$ cat config.mk
export PLATFORM = sky130hd
export DESIGN_NAME = alu_op_sequencer
export DESIGN_NICKNAME = d
export VERILOG_FILES = /design/src/rtl/alu_op_sequencer.sv
export SDC_FILE = /design/constraint.sdc
export NUM_CORES = 1
export LEC_CHECK = 0
export CORE_UTILIZATION = 51
export CTS_CLUSTER_SIZE = 20
export DETAILED_ROUTE_END_ITERATION = 10
export PLACE_DENSITY = 0.81
export SLEW_MARGIN = 5
export SYNTH_ARGS = -nofsm -noshare
export SYNTH_HDL_FRONTEND = slang
export SYNTH_SLANG_ARGS = --single-unit
$ cat constraint.sdc
create_clock -name clk -period 3.3 [get_ports clk]
set_input_delay 0.66 -clock clk [delete_from_list [all_inputs] [get_ports clk]]
set_output_delay 0.66 -clock clk [all_outputs]
set_load 0.1 [all_outputs]
$ cat src/rtl/alu_op_sequencer.sv
`timescale 1ns/1ps
// alu_op_sequencer
//   Issue-side controller for a combinational alu. Requests are accepted into a
//   single registered issue stage that drives the alu; the alu result, flags and
//   request tag are captured into a circular response FIFO and returned in
//   request order. Error responses are counted in a saturating counter.
//
// Ports
//   clk, rst_n                          clock, async active-low reset
//   req_valid/req_ready                 request handshake
//   req_op, req_a, req_b, req_tag       request payload
//   alu_a, alu_b, alu_op_code           drive to alu (zero when idle)
//   alu_result, alu_flags               combinational alu return {err,ovf,neg,zero}
//   rsp_valid/rsp_ready                 response handshake
//   rsp_result, rsp_flags, rsp_tag      FIFO head (zero when empty)
//   err_clr, err_count                  clear / saturating error-response count
//   busy                                issue occupied or responses queued
module alu_op_sequencer #(
  parameter int WIDTH     = 32,
  parameter int RSP_DEPTH = 4,
  parameter int TAG_W     = 4
) (
  input  logic             clk,
  input  logic             rst_n,
  input  logic             req_valid,
  output logic             req_ready,
  input  logic [3:0]       req_op,
  input  logic [WIDTH-1:0] req_a,
  input  logic [WIDTH-1:0] req_b,
  input  logic [TAG_W-1:0] req_tag,
  output logic [WIDTH-1:0] alu_a,
  output logic [WIDTH-1:0] alu_b,
  output logic [3:0]       alu_op_code,
  input  logic [WIDTH-1:0] alu_result,
  input  logic [3:0]       alu_flags,
  output logic             rsp_valid,
  input  logic             rsp_ready,
  output logic [WIDTH-1:0] rsp_result,
  output logic [3:0]       rsp_flags,
  output logic [TAG_W-1:0] rsp_tag,
  input  logic             err_clr,
  output logic [15:0]      err_count,
  output logic             busy
);

  localparam int PTR_W = $clog2(RSP_DEPTH);
  localparam logic [PTR_W:0] FULL_CNT = (PTR_W+1)'(RSP_DEPTH);

  logic             issue_valid_q, issue_valid_d;
  logic [3:0]       op_q, op_d;
  logic [WIDTH-1:0] a_q, a_d, b_q, b_d;
  logic [TAG_W-1:0] tag_q, tag_d;

  logic [PTR_W-1:0] wr_ptr_q, wr_ptr_d, rd_ptr_q, rd_ptr_d;
  logic [PTR_W:0]   cnt_q, cnt_d;
  logic [15:0]      err_cnt_q, err_cnt_d;

  logic [WIDTH-1:0] mem_result [RSP_DEPTH];
  logic [3:0]       mem_flags  [RSP_DEPTH];
  logic [TAG_W-1:0] mem_tag    [RSP_DEPTH];

  logic push, pop, accept, err_push;

  // Full FIFO stalls issue regardless of rsp_ready: no comb path from the
  // response side back to req_ready.
  assign push      = issue_valid_q && (cnt_q != FULL_CNT);
  assign req_ready = rst_n && (!issue_valid_q || push);
  assign accept    = req_valid && req_ready;
  assign rsp_valid = (cnt_q != '0);
  assign pop       = rsp_valid && rsp_ready;
  assign err_push  = push && alu_flags[3];

  always_comb begin
    issue_valid_d = issue_valid_q;
    op_d          = op_q;
    a_d           = a_q;
    b_d           = b_q;
    tag_d         = tag_q;
    if (accept) begin
      issue_valid_d = 1'b1;
      op_d          = req_op;
      a_d           = req_a;
      b_d           = req_b;
      tag_d         = req_tag;
    end else if (push) begin
      issue_valid_d = 1'b0;
    end
  end

  always_comb begin
    wr_ptr_d = push ? wr_ptr_q + 1'b1 : wr_ptr_q;
    rd_ptr_d = pop  ? rd_ptr_q + 1'b1 : rd_ptr_q;
    cnt_d    = cnt_q;
    case ({push, pop})
      2'b10:   cnt_d = cnt_q + 1'b1;
      2'b01:   cnt_d = cnt_q - 1'b1;
      default: cnt_d = cnt_q;
    endcase
  end

  // Clear takes priority but still counts an error pushed in the same cycle.
  always_comb begin
    err_cnt_d = err_cnt_q;
    if (err_clr) begin
      err_cnt_d = err_push ? 16'd1 : 16'd0;
    end else if (err_push && (err_cnt_q != 16'hFFFF)) begin
      err_cnt_d = err_cnt_q + 16'd1;
    end
  end

  always_ff @(posedge clk or negedge rst_n) begin
    if (!rst_n) begin
      issue_valid_q <= 1'b0;
      op_q          <= '0;
      a_q           <= '0;
      b_q           <= '0;
      tag_q         <= '0;
      wr_ptr_q      <= '0;
      rd_ptr_q      <= '0;
      cnt_q         <= '0;
      err_cnt_q     <= '0;
    end else begin
      issue_valid_q <= issue_valid_d;
      op_q          <= op_d;
      a_q           <= a_d;
      b_q           <= b_d;
      tag_q         <= tag_d;
      wr_ptr_q      <= wr_ptr_d;
      rd_ptr_q      <= rd_ptr_d;
      cnt_q         <= cnt_d;
      err_cnt_q     <= err_cnt_d;
    end
  end

  // Storage needs no reset: reads are masked while the FIFO is empty.
  always_ff @(posedge clk) begin
    if (push) begin
      mem_result[wr_ptr_q] <= alu_result;
      mem_flags[wr_ptr_q]  <= alu_flags;
      mem_tag[wr_ptr_q]    <= tag_q;
    end
  end

  assign alu_a       = issue_valid_q ? a_q  : '0;
  assign alu_b       = issue_valid_q ? b_q  : '0;
  assign alu_op_code = issue_valid_q ? op_q : '0;

  assign rsp_result = rsp_valid ? mem_result[rd_ptr_q] : '0;
  assign rsp_flags  = rsp_valid ? mem_flags[rd_ptr_q]  : '0;
  assign rsp_tag    = rsp_valid ? mem_tag[rd_ptr_q]    : '0;

  assign err_count = err_cnt_q;
  assign busy      = issue_valid_q || rsp_valid;

endmodule

# After elaboration in Yosys (flattened, before gate mapping)
# Memories as Yosys holds them, arrays and structs flattened.
# Index checks and enable logic that the tools add are counted.
dict set report totals {
  out_inout_bits 127
  ram_bits 160
  word_cells 48
  regBits 96
  n_memories 3
  in_bits 113
}
dict set report op_classes {
  n_reduce_logical 13
  mux 14
  addsub 5
  eq_ne 4
}
# name depth word_bits rd rd_ports_with_merged_regs write_ports line_no
set mem_list {}
lappend mem_list {mem_result 4 32 1 0 1 58} ;# logic [WIDTH-1:0] mem_result [RSP_DEPTH];
lappend mem_list {mem_flags 4 4 1 0 1 59} ;# logic [3:0] mem_flags [RSP_DEPTH];
lappend mem_list {mem_tag 4 4 1 0 1 60} ;# logic [TAG_W-1:0] mem_tag [RSP_DEPTH];
# operator count
set ops {}
lappend ops {{$mux 32} 3}
lappend ops {{$mux 16} 2}
lappend ops {{$add 16x1->16 const B} 1}
lappend ops {{$ne 16x16->1 const B} 1}
lappend ops {{$mux 4} 3}
lappend ops {{$logic_and 1x1->1} 6}
lappend ops {{$pmux 3 s2} 1}
lappend ops {{$reduce_bool 2->1} 3}
lappend ops {{$mux 1} 5}
lappend ops {{$add 2x1->2 const B} 2}
lappend ops {{$add 3x1->3 const B} 1}
lappend ops {{$ne 3x3->1 const B} 1}
lappend ops {{$reduce_bool 3->1} 1}
lappend ops {{$sub 3x1->3 const B} 1}
lappend ops {{$eq 2x1->1 const B} 1}
lappend ops {{$eq 2x2->1 const B} 1}
lappend ops {{$logic_or 1x1->1} 2}
lappend ops {{$logic_not 1->1} 1}

# Logic depth before layout (Yosys ltp)
# Gate-level depths: netlist of run 1.
dict set report depth {
  depth_word 6
  depth_mapped 9
  depth_no_buf 8
}

# Worst setup path before layout of run 1
# Ideal clock, no wire load.
dict set report synth_timing {
  kind {flip-flop to output port}
  from {register cnt_q[0]}
  to {output rsp_flags[0]}
  path_buffers 2
  path_slack_ns 0.134
  arrival_ns 2.506
  t_required_ns 2.640
  path_stages_with_launch 5
  path_cell_list {dfrtp_1 > or3_1 > clkbuf_1 > clkbuf_1 > and2_1}
}
dict set report synth_via {
  elab_chain_len 2
}
# item line_no
set synth_lines {}
lappend synth_lines {{start: declaration} 55} ;# logic [PTR_W:0] cnt_q, cnt_d;
lappend synth_lines {{start signal: assignment} 130} ;# cnt_q <= cnt_d;
lappend synth_lines {{$reduce_bool 3->1} 69} ;# assign rsp_valid = (cnt_q != '0);
lappend synth_lines {{named net rsp_valid} 36} ;# output logic rsp_valid,
lappend synth_lines {{$mux 4} 149} ;# assign rsp_flags = rsp_valid ? mem_flags[rd_ptr_q] : '0;
lappend synth_lines {{end: declaration} 39} ;# output logic [3:0] rsp_flags,
# The timed path passes the listed nets, and every way through them passes these cells.

# Worst setup path in the final report of run 1
dict set report layout_timing {
  from {register rd_ptr_q[0]}
  to {output rsp_result[26]}
}
dict set report layout_via {
  elab_chain_len 2
}
# item line_no
set layout_lines {}
lappend layout_lines {{start: declaration} 54} ;# logic [PTR_W-1:0] wr_ptr_q, wr_ptr_d, rd_ptr_q, rd_ptr_d;
lappend layout_lines {{start signal: assignment} 129} ;# rd_ptr_q <= rd_ptr_d;
lappend layout_lines {{$mem_v2 4x32} --}
lappend layout_lines {{$mux 32} 148} ;# assign rsp_result = rsp_valid ? mem_result[rd_ptr_q] : '0;
lappend layout_lines {{end: declaration} 38} ;# output logic [WIDTH-1:0] rsp_result,
# Every way passes these cells.

==> summary.txt, run 1 <==
Run status
  • Status: finished, final reports clean

Synth
  • Ys flop type: edfxtp_1
  • Synthesized net count: around 750
  • Netlist cell types: 45
  • Ys Warns: 0
  • Post-synth EDFFs: 160
  • Post-Synth Simple-Gate Area: 10.3%
  • Top-area cell type share of the netlist area: 44.5%
  • Combinational family with the most area after synthesis: multiplexers
  • Dominant cell type by area after synthesis: edfxtp_1
  • Multiplexer area fraction after synthesis: 17.1%
  • Post-synthesis cell count: 627
  • Count leader, synth: edfxtp_1
  • Syn avg cell area: 17.2 um^2
  • Compound-gate portion of the synthesized area: 1.66%
  • Synth Cell Area: 10800 um^2
  • Async SR Flop Fraction: 37.5%
  • Synth area leaders: edfxtp_1 45%, dfrtp_1 22%, mux4_2 8.3%
  • Yosys reg bits: about 260
  • Register area share after synthesis: 66.8%
  • XOR/XNOR share of the synthesized area: 0.487%
  • Post-synth top cells: 160 x edfxtp_1, 110 x and2_1, 96 x dfrtp_1
  • Synth Area in Adders: less than 1%

Drt
  • Average wire per standard cell: 20.2 um
  • Drt first-iter violations: 339
  • WL final: between 20000 and 25000 um
  • Post-route DRC: 0
  • Remaining antenna violation count: 0
  • Router iterations before antenna repair: 4
  • Vias: approximately 6300
  • Via density: about 5.4

GRT
  • Global-route wire length before repair: 37600 um
  • Largest net degree at the start of global routing: 74
  • Total track usage: 22.2%
  • Vias in the first global route: 6996
  • GR Overflow Total: 0
  • Initial antenna violation count: 0

Finish
  • Share of cells above drive strength 1: 34.3%
  • Design Area, Final: 14600 um^2
  • Area grow syn2layout: 34.9%
  • Filler cells: 1255
  • Finished Core Util: between 70% and 80%
  • # diodes: 0
  • Area occupied by multi-input gates: ~3300 um^2
  • Nets@finish: roughly 1000
  • Storage cell area: 7210 um^2

Critical path
  • Worst-path maximum fanout: 18
  • Crit path kind: reg2out
  • Max stage delay on crit path: 0.66 ns
  • Slowest cell on crit path: dfrtp_4
  • Worst path bufs/invs: 2
  • Worst path arrival time: 2.36 ns
  • Top cell by count, worst path: buf_12
  • CP required: 2.64 ns
  • Type of origin of the critical path: flop
  • Critical path, cell by cell: buf_12, mux4_2, and2_1, buf_12
  • Worst Setup End Kind: output pin
  • CP delay by family, top: flip-flops

Clocking
  • CTS Buffer Depth: 3
  • Post-CTS Repair Setup Buffers: 0
  • Clk sinks: 256
  • Clock-pin slew on the worst setup and hold paths: ~0.060 ns
  • Hold Buf Count CTS: 0
  • Worst skew pair latency: between 0.5 and 0.6 ns
  • H-tree depth: 1
  • CTS Buf Count: 27
  • CTS root buf: clkbuf_16
  • CTS tree: done

Placed design
  • Gpl congestion: 0.849
  • Setup slack at placement: 0.617 ns
  • PortBufs: 239
  • Detailed Place HPWL: 16000 um
  • Placed Area: 13600 um^2

STA
  • Slew Limit Fails: 0
  • Final critical-path setup slack: 0.277 ns
  • Slew margin rel.: 48.7%
  • Slew @ Worst Pin: a little under 0.8 ns
  • Max Freq: around 330 MHz
  • Final Skew: ~0.017 ns
  • Final setup fails: 0
  • RSZ-0062 raised after global routing: false
  • TNS Setup: 0 ns
  • Final Cycle Share: 91.6%
  • Final Hold Fails: 0
  • Minimum clock period: between 3 and 4 ns

Power
  • VDD IR max: 0.608 mV
  • Power density cells: roughly 1000 nW/um^2
  • Leakage power: around 5.7 nW

Floorplanning
  • Die Wd: 147 um
  • # rows: 52
  • Core area: around 20000 um^2
  • Die height: 147 um
  • I/O pin total: 240
  • Starting Density: a little over half
  • Die area: 21700 um^2

Job
  • Max-Cap Viols: 0

Min path
  • Hold Crit Class: in2async
path summary, 6_finish.rpt:
check,startpoint,end,slack [ns],cells past startpoint
setup / recovery,rd_ptr_q[0],rsp_result[26],0.28,4
hold / removal,rst_n,a_q[3],0.21,2
setup reg to reg,issue_valid_q,b_q[17],0.84,5
hold reg to reg,cnt_q[2],cnt_q[2],0.49,1
max in group asynchronous,rst_n,a_q[30],1.91,3
min in group clk,cnt_q[2],cnt_q[2],0.49,1
registers in the layout, summed over array words and instances (netlist names):
signal         cells
mem_result       128
a_q               32
b_q               32
err_count         16
mem_flags         16
mem_tag           16
op_q               4
tag_q              4
cnt_q              3
rd_ptr_q           2
wr_ptr_q           2
issue_valid_q      1
stage by stage:
| stage | instances | power (mW) | hold slack [ns] |
|---|---|---|---|
| floorplan | 627 | 9.50 | 0.364 |
| detailed placement | 1111 | 12.1 | 0.475 |
| global route | 1161 | 15.7 | 0.243 |
| CTS | 1161 | 15.4 | 0.224 |
| finish | 1161 | 15.2 | 0.213 |
| global placement | 1111 | 11.9 | 0.462 |
cells by family after synthesis:
family | count (synthesis)
flip-flops | 256
multiplexers | 117
XOR/XNOR | 6
adder cells (fa/ha/maj) | 7
AO/OA/AOI/OAI | 28
buffers and inverters | 43
AND/OR/NAND/NOR | 170
per-layer routing:
metal	global-route usage [%]	share of wire [%]
met1	27.0	39
met2	39.1	51
met3	5.62	8.1
met4	6.49	2.3
met5	0	0
power by group:
group	total, mW	leakage, nW	internal (mW)	switching, mW
clock	3.23	0.471	2.02	1.21
combinational	7.69	2.57	2.73	4.96
sequential	4.29	2.61	3.96	0.331
layout by cell type, fill, tap and decap left out, types with 3 or more instances in the layout:
cell type and count:
edfxtp_1 160, clkdlybuf4s50_1 111, and2_1 110, dfrtp_1 94, buf_4 94, mux2_2 46, buf_12 45, mux4_2 40
clkbuf_16 27, mux2_4 20, a21oi_1 12, mux2_1 10, nand2_1 9, or4_1 9, o31ai_1 8, inv_1 7
nand3_1 6, ha_1 6, nor2_1 5, clkbuf_1 5, bufinv_16 5, clkbuf_8 5, or3_1 4, and3_2 4
nor2b_1 4, o21ai_0 4, and4_4 3, nand4_1 3, xnor2_1 3, xor2_1 3
timing repair:
item,CTS,global route
endpoints found under the setup margin,0,2
resized for setup,0,1
endpoints found under the hold margin,0,0
layout make-up:
class / instances / area share [%]
timing repair buffer: 250 / 18.7
inverter: 7 / 0.181
clock inverter: 13 / 1.43
clock buffer: 37 / 5.25
multi-input combinational: 328 / 22.6
tap: 270 / 2.32
sequential: 256 / 49.6
No activity file was read; power rests on OpenSTA's default activity.
==> run 2: changes to the inputs <==
--- a/config.mk
+++ b/config.mk
@@ -5,10 +5,10 @@
 export SDC_FILE = /design/constraint.sdc
 export NUM_CORES = 1
 export LEC_CHECK = 0
-export CORE_UTILIZATION = 51
+export CORE_UTILIZATION = 35
 export CTS_CLUSTER_SIZE = 20
 export DETAILED_ROUTE_END_ITERATION = 10
-export PLACE_DENSITY = 0.81
+export SETUP_SLACK_MARGIN = 0.05
 export SLEW_MARGIN = 5
 export SYNTH_ARGS = -nofsm -noshare
 export SYNTH_HDL_FRONTEND = slang
==> run 2 against run 1 <==
  * Cell area is 1.1% higher
  * Clock skew shrank 0.0032 ns
  * Largest power group unchanged
  * Clock power shrank 3%
  * Via count shrank 1.8%
  * Register-to-register slack better by 0.24 ns
  * Total power down 0.70%
  * Non-clock buffer count rose by 2
  * Hold slack better by 0.27 ns
  * Fmax is 0.49% higher
==> summary.txt, run 2 (same netlist as run 1, synthesis figures left out) <==
Clocking
  • CTS root buf: clkbuf_16
  • Clk sinks: 256 (unchanged)
  • CTS Buffer Depth: 3 (unchanged)
  • Clock-pin slew on the worst setup and hold paths: 0.06 ns (about the same)
  • Post-CTS Repair Setup Buffers: 0 (unchanged)
  • CTS Buf Count: 29 (+7.4%)
  • CTS tree: done
  • Worst skew pair latency: 0.54 ns (about the same)
  • H-tree depth: 1 (unchanged)

Drt
  • Post-route DRC: 0 (unchanged)
  • Via density: 4.80 (-11%)
  • Drt first-iter violations: 269 (-21%)
  • Vias: 6183 (-1.8%)
  • Router iterations before antenna repair: 4 (unchanged)
  • Remaining antenna violation count: 0 (unchanged)
  • Average wire per standard cell: 18.4 um (-8.7%)
  • WL final: 23700 um (+1.2%)

Placed design
  • Post-Place Cells: 1232 (+11%)
  • Gpl congestion: 0.731 (-14%)
  • PortBufs: 239 (unchanged)
  • Detailed Place HPWL: 15500 um (-3.3%)

Critical path
  • Worst-path maximum fanout: 22 (+4)
  • R2R setup slack: 1.08 ns (+0.24 ns)
  • Type of origin of the critical path: flop
  • Crit path kind: reg2out
  • Reg2reg end: a_q[13]
  • Worst path arrival time: 2.35 ns (about the same)
  • CP required: 2.64 ns (about the same)
  • Worst Setup End Kind: output pin
  • FF-to-FF path depth: 4 (-1)
  • Worst r2r src: cnt_q[0]

Finish
  • Most common cell after layout, fill and taps aside: edfxtp_1
  • Reg with most FFs: mem_result
  • Nets@finish: 994 (+0.40%)
  • Area grow syn2layout: 36.4%
  • Share of cells above drive strength 1: 34.6% (+0.22 points)
  • Filler cells: 2569 (+100%)
  • Final Non-Filler Cells: 1287 (+11%)
  • Max reg flops: 128 (unchanged)
  • Commonest cells after routing, fill and taps aside: 160 x edfxtp_1, 111 x clkdlybuf4s50_1, 110 x and2_1
  • Regs by FF count: mem_result x128, a_q x32, b_q x32
  • # diodes: 0 (unchanged)

STA
  • Minimum clock period: 3.01 ns (-0.0148 ns)
  • Final Skew: 0.0143 ns (-0.00315 ns)
  • Slew Limit Fails: 0 (unchanged)
  • Final setup fails: 0 (unchanged)
  • TNS Setup: 0 ns (unchanged)
  • RSZ-0062 raised after global routing: false
  • Final Cycle Share: 91.1% (-0.45 points)
  • Max Freq: 332 MHz (+0.49%)
  • Final Hold Fails: 0 (unchanged)
  • Slew margin rel.: 49.8% (+1.1 points)
  • Slew @ Worst Pin: 0.751 ns (-0.0190 ns)

GRT
  • Initial antenna violation count: 1 (+1)
  • Vias in the first global route: 6541 (-6.5%)
  • Total track usage: 15.1% (-7.1 points)
  • Global-route wire length before repair: 37100 um (-1.5%)
  • Largest net degree at the start of global routing: 74 (unchanged)
  • GR Overflow Total: 0 (unchanged)

Power
  • Leakage power: 5.67 nW (+0.21%)
  • Power density cells: 1030 nW/um^2 (-1.8%)
  • Tot Pwr: 15.1 mW (-0.70%)
  • VDD IR max: 0.578 mV (-5.0%)

Floorplanning
  • Starting Density: 36.0% (-17 points)
  • Core area: 30000 um^2 (+46%)
  • I/O pin total: 240 (unchanged)
  • Die height: 178 um (+20%)
  • Die Wd: 178 um (+20%)
  • # rows: 63 (+21%)
  • Die area: 31500 um^2 (+45%)

Min path
  • Hold EP: op_q[2]
  • HP Start: op_q[2]
  • Cell depth of the worst min-delay path: 1
  • Hold Crit Class: reg2reg

Run status
  • Status: finished, final reports clean

Job
  • Max-Cap Viols: 0 (unchanged)
[run 2: changes by cell type in the layout (fill, tap and decap cells not counted)]
cell,before,now
clkbuf_1,5,3
clkbuf_4,0,1
clkinv_4,2,0
buf_12,45,47
inv_4,1,0
dlygate4sd3_1,0,1
clkinv_2,2,9
buf_4,94,93
clkbuf_16,27,30
bufinv_16,5,2
clkbuf_8,5,2
clkinvlp_4,2,3
clkinv_1,0,3
[run 2: metrics by stage]
stage,utilization (%),hold WS [ns],setup WS [ns],area (um^2)
global route,49.1,0.505,0.161,14700
global placement,45.9,0.464,0.715,13800
detailed placement,45.9,0.474,0.695,13800
floorplan,-,0.364,0.134,10800
CTS,49.1,0.488,0.102,14700
finish,49.1,0.482,0.292,14700
[run 2: worst max-delay path by stage]
stage                     start              to  slack [ns]  cells past startpoint
floorplan              cnt_q[0]    rsp_flags[0]        0.13                      4
global placement    rd_ptr_q[0]  rsp_result[20]        0.72                      4
detailed placement  rd_ptr_q[0]  rsp_result[20]        0.70                      4
CTS                 rd_ptr_q[0]  rsp_result[20]        0.10                      4
global route        rd_ptr_q[0]  rsp_result[24]        0.16                      4
finish              rd_ptr_q[0]   rsp_result[0]        0.29                      4
[run 2: final cells by class]
cell class | instances | area (um^2) | share of cell area [%]
multi-input cells | 328 | 3290 | 22.3
flip-flops and latches | 256 | 7210 | 49.0
inverters | 7 | 26.3 | 0.179
clock buffers | 36 | 797 | 5.42
clock inverters | 18 | 148 | 1.00
repair buffers | 252 | 2760 | 18.8
well taps | 390 | 488 | 3.32
[run 2: timing repair]
item                       in CTS  in global routing
hold buffers                    1                  0
hold endpoints to repair       12                  0
setup endpoints to repair       0                  2
gates resized for setup         0                  1
[run 2: metal layers]
metal  vias to the layer above  share of wire, %  GRT usage, %
li1                       2842                 -             -
met1                      3069                43          19.9
met2                       232                46          24.1
met3                        38               9.8          5.42
met4                         2               1.5          3.06
met5                         -             0.038             0
[run 2: power breakdown]
| part | total [mW] | switching [mW] | internal [mW] |
|---|---|---|---|
| Sequential | 4.25 | 0.296 | 3.96 |
| Clock | 3.14 | 1.28 | 1.87 |
| Combinational | 7.71 | 4.97 | 2.74 |
[run 2: critical path, cell delays in order, from the launching register on]
cell     delay (ns)
dfrtp_4        0.60
buf_12         0.26
mux4_2         0.55
and2_1         0.20
buf_12         0.17
